**config.mk**
```make
export PLATFORM = sky130hd
export DESIGN_NAME = target_track_file_flat
export DESIGN_NICKNAME = d
export VERILOG_FILES = /design/src/rtl/target_pkg.sv /design/src/rtl/target_track_file_if.sv /design/src/rtl/target_entry.sv /design/src/rtl/target_track_file.sv /design/src/flat_wrapper.sv
export SDC_FILE = /design/constraint.sdc
export NUM_CORES = 1
export LEC_CHECK = 0
export ABC_AREA = 1
export BUFFER_PORTS_ARGS = -buffer_cell sky130_fd_sc_hd__buf_2
export CORE_MARGIN = 3
export CORE_UTILIZATION = 67
export DETAILED_ROUTE_END_ITERATION = 10
export PLACE_DENSITY_LB_ADDON = 0.05
export SLEW_MARGIN = 20
export SYNTH_ARGS = -nofsm -noshare
export SYNTH_HDL_FRONTEND = slang
export SYNTH_SLANG_ARGS = --single-unit
```
**constraint.sdc**
```tcl
create_clock -name clk -period 5.65 [get_ports clk]
set_input_delay 0.565 -clock clk [delete_from_list [all_inputs] [get_ports clk]]
set_output_delay 0.565 -clock clk [all_outputs]
set_load 0.02 [all_outputs]
```
**src/rtl/target_pkg.sv**
```systemverilog
// Shared types and default constants for the target track file.
package target_pkg;

    localparam int DEF_N_TGT = 16;
    localparam int DEF_CW    = 8;
    localparam int DEF_AGE_W = 8;

    typedef enum logic [0:0] {
        IDLE  = 1'b0,
        CLEAR = 1'b1
    } state_t;

    // Track coordinates at the default width; x occupies the most significant field.
    typedef struct packed {
        logic [DEF_CW-1:0] x;
        logic [DEF_CW-1:0] y;
        logic [DEF_CW-1:0] z;
        logic [DEF_CW-1:0] t;
    } coord_t;

endpackage

```
**src/rtl/target_track_file_if.sv**
```systemverilog
// Write/read/status bundle of the target track file; rd_age exists only with TARGET_TRACK_AGE_EN.
interface target_track_file_if #(
    parameter int N_TGT = 16,
    parameter int CW    = 8
`ifdef TARGET_TRACK_AGE_EN
    , parameter int AGE_W = 8
`endif
);
    localparam int IW = $clog2(N_TGT);
    localparam int VW = $clog2(N_TGT + 1);

    logic          clr;
    logic          wr_valid;
    logic          wr_ready;
    logic [IW-1:0] wr_tgt;
    logic [CW-1:0] wr_x;
    logic [CW-1:0] wr_y;
    logic [CW-1:0] wr_z;
    logic [CW-1:0] wr_t;
    logic          rd_en;
    logic [IW-1:0] rd_tgt;
    logic          rd_valid;
    logic          rd_hit;
    logic [CW-1:0] rd_x;
    logic [CW-1:0] rd_y;
    logic [CW-1:0] rd_z;
    logic [CW-1:0] rd_t;
    logic          busy;
    logic [VW-1:0] valid_cnt;
    logic          wr_err;
`ifdef TARGET_TRACK_AGE_EN
    logic [AGE_W-1:0] rd_age;
`endif

    modport master (
        output clr, wr_valid, wr_tgt, wr_x, wr_y, wr_z, wr_t, rd_en, rd_tgt,
        input  wr_ready, rd_valid, rd_hit, rd_x, rd_y, rd_z, rd_t, busy, valid_cnt, wr_err
`ifdef TARGET_TRACK_AGE_EN
        , input rd_age
`endif
    );

    modport slave (
        input  clr, wr_valid, wr_tgt, wr_x, wr_y, wr_z, wr_t, rd_en, rd_tgt,
        output wr_ready, rd_valid, rd_hit, rd_x, rd_y, rd_z, rd_t, busy, valid_cnt, wr_err
`ifdef TARGET_TRACK_AGE_EN
        , output rd_age
`endif
    );

endinterface

```
**src/rtl/target_entry.sv**
```systemverilog
// One track slot: coordinates, valid flag and, with TARGET_TRACK_AGE_EN, a saturating age counter.
module target_entry #(
    parameter int CW = 8
`ifdef TARGET_TRACK_AGE_EN
    , parameter int AGE_W = 8
`endif
) (
    input  logic            clk,
    input  logic            rst,
    input  logic            wr_en,
    input  logic [4*CW-1:0] wr_coord,
    input  logic            clr_en,
    output logic            valid,
    output logic [4*CW-1:0] coord
`ifdef TARGET_TRACK_AGE_EN
    , output logic [AGE_W-1:0] age
`endif
);

    logic            valid_reg;
    logic [4*CW-1:0] coord_reg;

    always_ff @(posedge clk) begin
        if (!rst) begin
            valid_reg <= 1'b0;
            coord_reg <= '0;
        end else if (wr_en) begin
            valid_reg <= 1'b1;
            coord_reg <= wr_coord;
        end else if (clr_en) begin
            valid_reg <= 1'b0;
        end
    end

`ifdef TARGET_TRACK_AGE_EN
    logic [AGE_W-1:0] age_reg;

    // Age counts edges since the last write while the slot holds a track.
    always_ff @(posedge clk) begin
        if (!rst) begin
            age_reg <= '0;
        end else if (wr_en) begin
            age_reg <= '0;
        end else if (valid_reg && (age_reg != '1)) begin
            age_reg <= age_reg + 1'b1;
        end
    end

    assign age = age_reg;
`endif

    assign valid = valid_reg;
    assign coord = coord_reg;

endmodule

```
**src/rtl/target_track_file.sv**
```systemverilog
// Target track store with a clear-all sweep FSM and 1-cycle registered reads.
// Define TARGET_TRACK_AGE_EN to add per-entry age counters and the rd_age output.
module target_track_file
    import target_pkg::*;
#(
    parameter int N_TGT = DEF_N_TGT,
    parameter int CW    = DEF_CW,
    parameter int AGE_W = DEF_AGE_W
) (
    input  logic               clk,
    input  logic               rst,
    target_track_file_if.slave bus
);

    localparam int IW = $clog2(N_TGT);
    localparam int NP = 2 ** IW;
    localparam int VW = $clog2(N_TGT + 1);
    localparam logic [IW:0]   N_LIM    = (IW + 1)'(N_TGT);
    localparam logic [IW-1:0] LAST_IDX = IW'(N_TGT - 1);
    localparam logic [VW-1:0] CNT_MAX  = VW'(N_TGT);

    generate
        if (N_TGT < 2 || N_TGT > 64 || CW < 1 || AGE_W < 1) begin : g_bad_cfg
            $error("target_track_file: unsupported parameter set");
        end
    endgenerate

    state_t          state_reg, state_next;
    logic [IW-1:0]   sweep_idx_reg, sweep_idx_next;
    logic            busy, wr_ready, wr_fire, wr_in_range;
    logic [4*CW-1:0] wr_coord;
    logic [NP-1:0]   valid_pad, wr_sel, clr_sel;
    logic [4*CW-1:0] coord_pad [NP];
    logic [VW-1:0]   valid_cnt_reg;
    logic            cnt_inc, cnt_dec;
    logic            wr_err_reg, rd_valid_reg, rd_hit_reg;
    logic [4*CW-1:0] rd_coord_reg;
`ifdef TARGET_TRACK_AGE_EN
    logic [AGE_W-1:0] age_pad [NP];
    logic [AGE_W-1:0] rd_age_reg;
`endif

    assign busy        = (state_reg == CLEAR);
    assign wr_ready    = (state_reg == IDLE) && !bus.clr;
    assign wr_fire     = bus.wr_valid && wr_ready;
    assign wr_in_range = {1'b0, bus.wr_tgt} < N_LIM;
    assign wr_coord    = {bus.wr_x, bus.wr_y, bus.wr_z, bus.wr_t};

    always_comb begin
        state_next     = state_reg;
        sweep_idx_next = sweep_idx_reg;
        case (state_reg)
            IDLE: begin
                if (bus.clr) begin
                    state_next     = CLEAR;
                    sweep_idx_next = '0;
                end
            end
            CLEAR: begin
                if (sweep_idx_reg == LAST_IDX) begin
                    state_next = IDLE;
                end else begin
                    sweep_idx_next = sweep_idx_reg + 1'b1;
                end
            end
            default: state_next = IDLE;
        endcase
    end

    // Slots are padded to a power of two so any read index resolves to an empty slot.
    generate
        for (genvar gi = 0; gi < NP; gi++) begin : g_slot
            if (gi < N_TGT) begin : g_entry
                assign wr_sel[gi]  = wr_fire && (bus.wr_tgt == IW'(gi));
                assign clr_sel[gi] = busy && (sweep_idx_reg == IW'(gi));
                target_entry #(
                    .CW(CW)
`ifdef TARGET_TRACK_AGE_EN
                    , .AGE_W(AGE_W)
`endif
                ) u_entry (
                    .clk      (clk),
                    .rst      (rst),
                    .wr_en    (wr_sel[gi]),
                    .wr_coord (wr_coord),
                    .clr_en   (clr_sel[gi]),
                    .valid    (valid_pad[gi]),
                    .coord    (coord_pad[gi])
`ifdef TARGET_TRACK_AGE_EN
                    , .age    (age_pad[gi])
`endif
                );
            end else begin : g_pad
                assign wr_sel[gi]    = 1'b0;
                assign clr_sel[gi]   = 1'b0;
                assign valid_pad[gi] = 1'b0;
                assign coord_pad[gi] = '0;
`ifdef TARGET_TRACK_AGE_EN
                assign age_pad[gi]   = '0;
`endif
            end
        end
    endgenerate

    assign cnt_inc = |(wr_sel & ~valid_pad);
    assign cnt_dec = |(clr_sel & valid_pad);

    always_ff @(posedge clk) begin
        if (!rst) begin
            state_reg     <= IDLE;
            sweep_idx_reg <= '0;
            valid_cnt_reg <= '0;
            wr_err_reg    <= 1'b0;
        end else begin
            state_reg     <= state_next;
            sweep_idx_reg <= sweep_idx_next;
            wr_err_reg    <= wr_fire && !wr_in_range;
            if (cnt_inc && (valid_cnt_reg != CNT_MAX)) begin
                valid_cnt_reg <= valid_cnt_reg + 1'b1;
            end else if (cnt_dec && (valid_cnt_reg != '0)) begin
                valid_cnt_reg <= valid_cnt_reg - 1'b1;
            end
        end
    end

    // Slots update on the same edge, so a colliding read sees pre-write contents.
    always_ff @(posedge clk) begin
        if (!rst) begin
            rd_valid_reg <= 1'b0;
            rd_hit_reg   <= 1'b0;
            rd_coord_reg <= '0;
`ifdef TARGET_TRACK_AGE_EN
            rd_age_reg   <= '0;
`endif
        end else begin
            rd_valid_reg <= bus.rd_en;
            if (bus.rd_en) begin
                rd_hit_reg   <= valid_pad[bus.rd_tgt];
                rd_coord_reg <= valid_pad[bus.rd_tgt] ? coord_pad[bus.rd_tgt] : '0;
`ifdef TARGET_TRACK_AGE_EN
                rd_age_reg   <= valid_pad[bus.rd_tgt] ? age_pad[bus.rd_tgt] : '0;
`endif
            end
        end
    end

    assign bus.wr_ready  = wr_ready;
    assign bus.busy      = busy;
    assign bus.valid_cnt = valid_cnt_reg;
    assign bus.wr_err    = wr_err_reg;
    assign bus.rd_valid  = rd_valid_reg;
    assign bus.rd_hit    = rd_hit_reg;
    assign bus.rd_x      = rd_coord_reg[4*CW-1:3*CW];
    assign bus.rd_y      = rd_coord_reg[3*CW-1:2*CW];
    assign bus.rd_z      = rd_coord_reg[2*CW-1:CW];
    assign bus.rd_t      = rd_coord_reg[CW-1:0];
`ifdef TARGET_TRACK_AGE_EN
    assign bus.rd_age    = rd_age_reg;
`endif

endmodule

```
**src/flat_wrapper.sv**
```systemverilog
// flat-port wrapper written by rule: the top's interface ports become plain ports
module target_track_file_flat import target_pkg::*;
#(
    parameter int N_TGT = DEF_N_TGT,
    parameter int CW    = DEF_CW,
    parameter int AGE_W = DEF_AGE_W
)
  (clk, rst, bus_clr, bus_wr_valid, bus_wr_tgt, bus_wr_x, bus_wr_y, bus_wr_z, bus_wr_t, bus_rd_en, bus_rd_tgt, bus_wr_ready, bus_rd_valid, bus_rd_hit, bus_rd_x, bus_rd_y, bus_rd_z, bus_rd_t, bus_busy, bus_valid_cnt, bus_wr_err);
  target_track_file_if #(.N_TGT(N_TGT), .CW(CW)) bus_i ();
  input  logic clk;
  input  logic rst;
  input wire logic [$bits(bus_i.clr)-1:0] bus_clr;
  input wire logic [$bits(bus_i.wr_valid)-1:0] bus_wr_valid;
  input wire logic [$bits(bus_i.wr_tgt)-1:0] bus_wr_tgt;
  input wire logic [$bits(bus_i.wr_x)-1:0] bus_wr_x;
  input wire logic [$bits(bus_i.wr_y)-1:0] bus_wr_y;
  input wire logic [$bits(bus_i.wr_z)-1:0] bus_wr_z;
  input wire logic [$bits(bus_i.wr_t)-1:0] bus_wr_t;
  input wire logic [$bits(bus_i.rd_en)-1:0] bus_rd_en;
  input wire logic [$bits(bus_i.rd_tgt)-1:0] bus_rd_tgt;
  output wire logic [$bits(bus_i.wr_ready)-1:0] bus_wr_ready;
  output wire logic [$bits(bus_i.rd_valid)-1:0] bus_rd_valid;
  output wire logic [$bits(bus_i.rd_hit)-1:0] bus_rd_hit;
  output wire logic [$bits(bus_i.rd_x)-1:0] bus_rd_x;
  output wire logic [$bits(bus_i.rd_y)-1:0] bus_rd_y;
  output wire logic [$bits(bus_i.rd_z)-1:0] bus_rd_z;
  output wire logic [$bits(bus_i.rd_t)-1:0] bus_rd_t;
  output wire logic [$bits(bus_i.busy)-1:0] bus_busy;
  output wire logic [$bits(bus_i.valid_cnt)-1:0] bus_valid_cnt;
  output wire logic [$bits(bus_i.wr_err)-1:0] bus_wr_err;
  assign bus_i.clr = bus_clr;
  assign bus_i.wr_valid = bus_wr_valid;
  assign bus_i.wr_tgt = bus_wr_tgt;
  assign bus_i.wr_x = bus_wr_x;
  assign bus_i.wr_y = bus_wr_y;
  assign bus_i.wr_z = bus_wr_z;
  assign bus_i.wr_t = bus_wr_t;
  assign bus_i.rd_en = bus_rd_en;
  assign bus_i.rd_tgt = bus_rd_tgt;
  assign bus_wr_ready = bus_i.wr_ready;
  assign bus_rd_valid = bus_i.rd_valid;
  assign bus_rd_hit = bus_i.rd_hit;
  assign bus_rd_x = bus_i.rd_x;
  assign bus_rd_y = bus_i.rd_y;
  assign bus_rd_z = bus_i.rd_z;
  assign bus_rd_t = bus_i.rd_t;
  assign bus_busy = bus_i.busy;
  assign bus_valid_cnt = bus_i.valid_cnt;
  assign bus_wr_err = bus_i.wr_err;
  target_track_file #(.N_TGT(N_TGT), .CW(CW), .AGE_W(AGE_W)) u_core (.clk(clk), .rst(rst), .bus(bus_i));
endmodule
```
==> impl_metrics.env, run 1 <==
export IMPL_ys_warn_count=0
export IMPL_drv_slew=0
export IMPL_grt_max_degree=181
export IMPL_hold_viol=0
export IMPL_startpoint_type="flip-flop"
export IMPL_crit_path_start="u_core.bus.busy"
export IMPL_holdWs_ns=0.157
export IMPL_rr_startpoint="u_core.bus.busy"
export IMPL_largest_register_ffs=512
export IMPL_rsz0062_at_grt="no"
export IMPL_synth_cell_type_count=38
export IMPL_cpPeakStageDelay_ns=0.63
export IMPL_via_per_inst=6.23
export IMPL_grt_pass1_wl_um=124000
export IMPL_cts_max_path_buffers=3
export IMPL_setup_viol=0
export IMPL_ys_seq_area_share_pct=45.8
export IMPL_run_status="finished, final reports clean"
export IMPL_syn2layout_area_growth_pct=7.64
export IMPL_dp_hpwl_um=43600
export IMPL_clkLatencyLatePin_ns=0.61
export IMPL_cts_root_buf="clkbuf_16"
export IMPL_wl_per_cell_um=20.2
export IMPL_final_seq_area_um2=11500
export IMPL_path_cells="inv_2 > nand2_4 > nor2_4 > buf_4 > nand2_1 > buf_4 > inv_1 > buf_4 > nor2_1 > nor2_1"
export IMPL_rr_worst_depth=10
export IMPL_layout_common_cells="nor2_1, o21ai_0, dfxtp_1"
export IMPL_placed_cells=3850
export IMPL_die_y_um=199
export IMPL_ios=87
export IMPL_final_common_cell="nor2_1"
export IMPL_cts_sinks=572
export IMPL_yosysTopAreaCell="dfxtp_1"
export IMPL_vias=24669
export IMPL_fin_skew_ns=0.0117
export IMPL_grt_util_all_layers_pct=39.3
export IMPL_pwr_density_cell_nw_per_um2=324
export IMPL_peakVddDrop_v=0.000341
export IMPL_numCtsBuffers=57
export IMPL_cp_arrival_ns=3.88
export IMPL_drc_errors=0
export IMPL_initial_utilization_pct=68.1
export IMPL_ctsHtreeMaxLevel=2
export IMPL_drtIter0Drc=3162
export IMPL_leakage_nw=9.70
export IMPL_cts_tree="built"
export IMPL_fmax_ghz=0.300
export IMPL_postCtsHoldBufs=0
export IMPL_pre_cts_ws_ns=2.03
export IMPL_maxCapViolations=0
export IMPL_std_cell_rows=70
export IMPL_gp_congestion=0.907
export IMPL_postRouteAntennaNets=0
export IMPL_grt_pass1_vias=22742
export IMPL_syn_nets=3623
export IMPL_hold_depth=3
export IMPL_cpMostUsedCell="buf_4"
export IMPL_syn_avg_cell_area_um2=7.00
export IMPL_path_clk_slew_ns=0.06
export IMPL_drtPass1Iterations=6
export IMPL_tightest_slew_ns=1.10
export IMPL_crit_type="reg2reg"
export IMPL_cp_slowest_cell="nor2_4"
export IMPL_fin_crit_ns=3.33
export IMPL_multi_input_area_um2=11400
export IMPL_finalSetupTns_ns=0
export IMPL_synth_area_top_cells="dfxtp_1, o21ai_0, nor2_1"
export IMPL_core_area_um2=36700
export IMPL_cp_required_ns=6.20
export IMPL_fin_cells=3957
export IMPL_post_cts_resized=0
export IMPL_cts_setup_buffers=0
export IMPL_netlist_instances=3570
export IMPL_grt_overflow=0
export IMPL_total_power_w=0.00871
export IMPL_diodes=0
export IMPL_fill_cells=3030
export IMPL_drive_above_1_share_pct=7.02
export IMPL_netlist_area_um2=25000
export IMPL_portBuffers=85
export IMPL_final_nets=3494
export IMPL_yosysTopAreaCellShare_pct=45.8
export IMPL_antenna_found_initial=0
export IMPL_relSlewSlack_pct=26.9
export IMPL_crit_path_end_kind="flip-flop"
export IMPL_crit_fanout=34
export IMPL_min_from="bus_rd_en"
export IMPL_post_route_period_util_pct=59.0
export IMPL_ys_ff_latch=572
export IMPL_hp_class="in2reg"
export IMPL_die_area_um2=39700
export IMPL_routed_wl_um=79900
export IMPL_postLayoutSetupSlackWorst_ns=2.32
export IMPL_fp_dieW_um=199
## critical path, delay by kind of cell (launching register included)
family | cells | cell delay, ns
buffers and inverters | 5 | 1.87
DFF | 1 | 0.39
and+or+nand+nor | 5 | 0.97
## where the power goes
part           leakage (nW)  internal (W)  total [W]  switching, W
registers              4.62       0.00409    0.00412     0.0000338
logic                  4.15      0.000212   0.000757      0.000546
clock network         0.939       0.00223    0.00383       0.00160
## kinds of logic after synthesis
| kind of cell | count (synthesis) | synth area share, % |
|---|---|---|
| adder cells (fa/ha/maj) | 8 | 0.430 |
| XOR/XNOR | 3 | 0.105 |
| AO/OA/AOI/OAI | 1362 | 28.0 |
| flip-flops | 572 | 45.8 |
| AND/OR/NAND/NOR | 1097 | 17.0 |
| other | 1 | 0.0150 |
| buffers and inverters | 527 | 8.71 |
## cell usage after synthesis
cell,number
nand2_1,145
o221ai_1,6
o21ai_0,819
buf_2,72
nand2_4,2
o21ai_1,91
o21bai_1,1
nor3_1,3
nor2_4,1
nor3b_1,1
nand3_2,2
a31oi_1,1
inv_1,206
inv_2,7
o21ai_4,1
nor4_1,1
nand3_1,36
buf_1,4
a21oi_2,1
a21oi_1,348
nand3b_1,5
buf_4,11
clkbuf_1,217
xor2_1,3
nor2_2,4
o21ai_2,1
ha_1,7
buf_6,9
o22ai_1,91
nand2_2,2
dfxtp_1,572
fa_1,1
o211ai_1,1
conb_1,1
a21oi_4,1
clkinv_1,1
nand4_1,2
nor2_1,893
## stage by stage
step           utilization (%)  area [um2]
6_report                  73.3       26900
5_1_grt                   73.3       26900
4_1_cts                   73.3       26900
3_5_place_dp              68.2       25000
3_3_place_gp              68.1       25000
2_1_floorplan                -       25000
## routing by layer
metal	up-vias	track usage [%]	part of all wire [%]
met5	-	0	0
met4	0	18.0	4.4
met3	254	5.80	11
met2	1461	62.6	44
met1	11378	53.3	41
li1	11576	-	-
## layout make-up
cell class / count / share of cell area (%)
Clock buffer: 94 / 6.61
Inverter: 214 / 3.01
Multi-Input combinational cell: 2471 / 42.4
Tap cell: 468 / 2.18
Timing Repair Buffer: 125 / 2.85
Clock inverter: 13 / 0.451
Sequential cell: 572 / 42.5
## final timing paths
kind | to | slack [ns]
setup / recovery | u_core.g_slot[13].g_entry.u_entry.coord[18] | 2.32
hold / removal | u_core.bus.rd_valid | 0.16
setup reg to reg | u_core.g_slot[13].g_entry.u_entry.coord[18] | 2.32
hold reg to reg | u_core.g_slot[1].g_entry.u_entry.coord[25] | 0.44
No activity file was read; power rests on OpenSTA's default activity.
==> run 2, diff against run 1 <==
--- a/config.mk
+++ b/config.mk
@@ -8,7 +8,7 @@
 export ABC_AREA = 1
 export BUFFER_PORTS_ARGS = -buffer_cell sky130_fd_sc_hd__buf_2
 export CORE_MARGIN = 3
-export CORE_UTILIZATION = 67
+export CORE_UTILIZATION = 56
 export DETAILED_ROUTE_END_ITERATION = 10
 export PLACE_DENSITY_LB_ADDON = 0.05
 export SLEW_MARGIN = 20
==> constraint.sdc (replaced) <==
create_clock -name clk -period 2.67 [get_ports clk]
set_input_delay 0.267 -clock clk [delete_from_list [all_inputs] [get_ports clk]]
set_output_delay 0.267 -clock clk [all_outputs]
set_load 0.02 [all_outputs]
==> run 2 against run 1 <==
Net effect:
- fmax grew 37%
- cell count grew 4.2%
- sequential power grew 110%
- hold slack lost 0.091 ns
- combinational power grew 120%
- critical path type unchanged
- largest power group is now clock
==> impl_metrics.env, run 2 (same netlist as run 1, synthesis figures left out) <==
export IMPL_core_area_um2=43600
export IMPL_std_cell_rows=76
export IMPL_final_nets=3540
export IMPL_cts_max_path_buffers=3
export IMPL_startpoint_type="flip-flop"
export IMPL_cts_sinks=572
export IMPL_leakage_nw=10.1
export IMPL_grt_overflow=0
export IMPL_layout_common_cells="nor2_1, o21ai_0, dfxtp_1"
export IMPL_postRouteAntennaNets=0
export IMPL_ctsHtreeMaxLevel=2
export IMPL_run_status="finished, final reports clean"
export IMPL_cts_tree="built"
export IMPL_relSlewSlack_pct=41.7
export IMPL_setup_viol=0
export IMPL_ios=87
export IMPL_peakVddDrop_v=0.000527
export IMPL_rrSetupSlack_ns=0.23
export IMPL_syn2layout_area_growth_pct=11.5
export IMPL_clkLatencyLatePin_ns=0.63
export IMPL_cp_slowest_cell="fa_1"
export IMPL_cpPeakStageDelay_ns=0.42
export IMPL_crit_family="simple AND/OR/NAND/NOR gates"
export IMPL_maxCapViolations=0
export IMPL_grt_pass1_wl_um=127000
export IMPL_drc_errors=0
export IMPL_finalSetupTns_ns=0
export IMPL_cpMostUsedCell="nand2_1"
export IMPL_cts_root_buf="clkbuf_16"
export IMPL_fin_crit_ns=2.44
export IMPL_path_clk_slew_ns=0.07
export IMPL_endpoint="u_core.bus.valid_cnt[4]"
export IMPL_crit_fanout=32
export IMPL_drive_above_1_share_pct=8.48
export IMPL_path_cells="inv_2 > nand2_4 > nor2_4 > buf_12 > nand3_1 > nand2_1 > nor2_2 > nand2_1 > o21ai_4 > buf_4 > fa_1 > a31oi_2 > inv_1 > o21ai_2 > nand3_1 > nand2_1 > nor2_1"
export IMPL_drtIter0Drc=2589
export IMPL_fmax_ghz=0.410
export IMPL_crit_path_end_kind="flip-flop"
export IMPL_final_common_cell="nor2_1"
export IMPL_pwr_density_cell_nw_per_um2=686
export IMPL_grt_max_degree=116
export IMPL_critical_path_buf_inv_count=4
export IMPL_routed_wl_um=82300
export IMPL_hp_class="in2reg"
export IMPL_via_per_inst=5.86
export IMPL_numCtsBuffers=59
export IMPL_antenna_found_initial=3
export IMPL_die_y_um=217
export IMPL_cp_num_cells=17
export IMPL_cp_arrival_ns=2.94
export IMPL_largest_register_ffs=512
export IMPL_initial_utilization_pct=57.4
export IMPL_vias=24170
export IMPL_portBuffers=85
export IMPL_rsz0062_at_grt="no"
export IMPL_dp_hpwl_um=46700
export IMPL_total_power_w=0.0191
export IMPL_grt_pass1_vias=22526
export IMPL_grt_util_all_layers_pct=34.1
export IMPL_wl_per_cell_um=19.9
export IMPL_post_route_period_util_pct=91.3
export IMPL_tightest_slew_ns=0.875
export IMPL_cp_required_ns=3.18
export IMPL_drtPass1Iterations=6
export IMPL_hold_viol=0
export IMPL_crit_path_start="u_core.bus.busy"
export IMPL_rr_worst_depth=17
export IMPL_timing_rr_end="u_core.bus.valid_cnt[4]"
export IMPL_drv_slew=0
export IMPL_fp_dieW_um=217
export IMPL_die_area_um2=47200
export IMPL_rr_startpoint="u_core.bus.busy"
export IMPL_crit_type="reg2reg"
export IMPL_fin_skew_ns=0.0148
export IMPL_gp_congestion=0.840
run 2: cell types whose count changed in the layout (fill, tap and decap cells not counted), moves of 3 or more:
cell       previous run  this run
bufinv_16             2         5
buf_4                40        58
clkbuf_8             17        21
clkbuf_1             18        10
buf_12                0        25
run 2: power by group:
group          total, W  internal [W]  switching [W]
clock           0.00876       0.00524        0.00352
sequential      0.00871       0.00864      0.0000618
combinational   0.00166      0.000503        0.00116
run 2: layout make-up:
cell class | count | area (um2)
Timing Repair Buffer | 169 | 1400
Multi-Input combinational cell | 2471 | 11400
Tap cell | 585 | 732
Fill cell | 3986 | 15700
Clock buffer | 92 | 1850
Sequential cell | 572 | 11500
Clock inverter | 19 | 241
Antenna cell | 1 | 2.50
Inverter | 214 | 807
run 2: worst reg2reg max path: stages (launching register included):
cell and delay, ns:
dfxtp_1 0.32, inv_2 0.07, nand2_4 0.06, nor2_4 0.10
buf_12 0.19, nand3_1 0.11, nand2_1 0.09, nor2_2 0.05
nand2_1 0.10, o21ai_4 0.08, buf_4 0.17, fa_1 0.42
a31oi_2 0.19, inv_1 0.07, o21ai_2 0.13, nand3_1 0.08
nand2_1 0.06, nor2_1 0.04
run 2: worst min path at each step:
stage,startpoint,endpoint,slack (ns),cells after the start
after floorplan,bus_rd_en,u_core.bus.rd_valid,0.36,2
after global placement,u_core.g_slot[1].g_entry.u_entry.coord[6],u_core.g_slot[1].g_entry.u_entry.coord[6],0.43,2
after detailed placement,u_core.g_slot[1].g_entry.u_entry.coord[4],u_core.g_slot[1].g_entry.u_entry.coord[4],0.43,2
after CTS,bus_wr_x[6],u_core.g_slot[7].g_entry.u_entry.coord[30],0.04,3
after global routing,bus_wr_y[7],u_core.g_slot[7].g_entry.u_entry.coord[23],0.09,3
final,bus_wr_x[6],u_core.g_slot[7].g_entry.u_entry.coord[30],0.07,3
run 2: routing by layer:
metal / up-vias / wire length [um] / global-route usage, % / part of all wire [%]
met5: - / 13 / 0 / 0.016
met4: 2 / 2950 / 12.9 / 3.6
met3: 209 / 6920 / 4.85 / 8.4
met2: 1054 / 37900 / 55.6 / 46
met1: 11245 / 34500 / 46.1 / 42
li1: 11660 / - / - / -
run 2: through the flow:
stage               hold WS, ns  std cells  utilization [%]  cell area (um2)  worst slack, ns
floorplan                 0.360       3570                -            25000            0.196
global placement          0.427       4008             59.1            25800            0.107
detailed placement        0.431       4008             59.1            25800           0.0561
CTS                      0.0393       4121             64.0            27900           0.0941
global route             0.0855       4123             64.0            27900           0.0239
finish                   0.0660       4123             64.0            27900            0.233
run 2: what timing repair did:
item                       in CTS  in global routing
setup endpoints to repair       0                  1
setup buffers                   0                  1
hold endpoints to repair        6                  0
gates resized for setup         0                  2
hold buffers                    2                  0
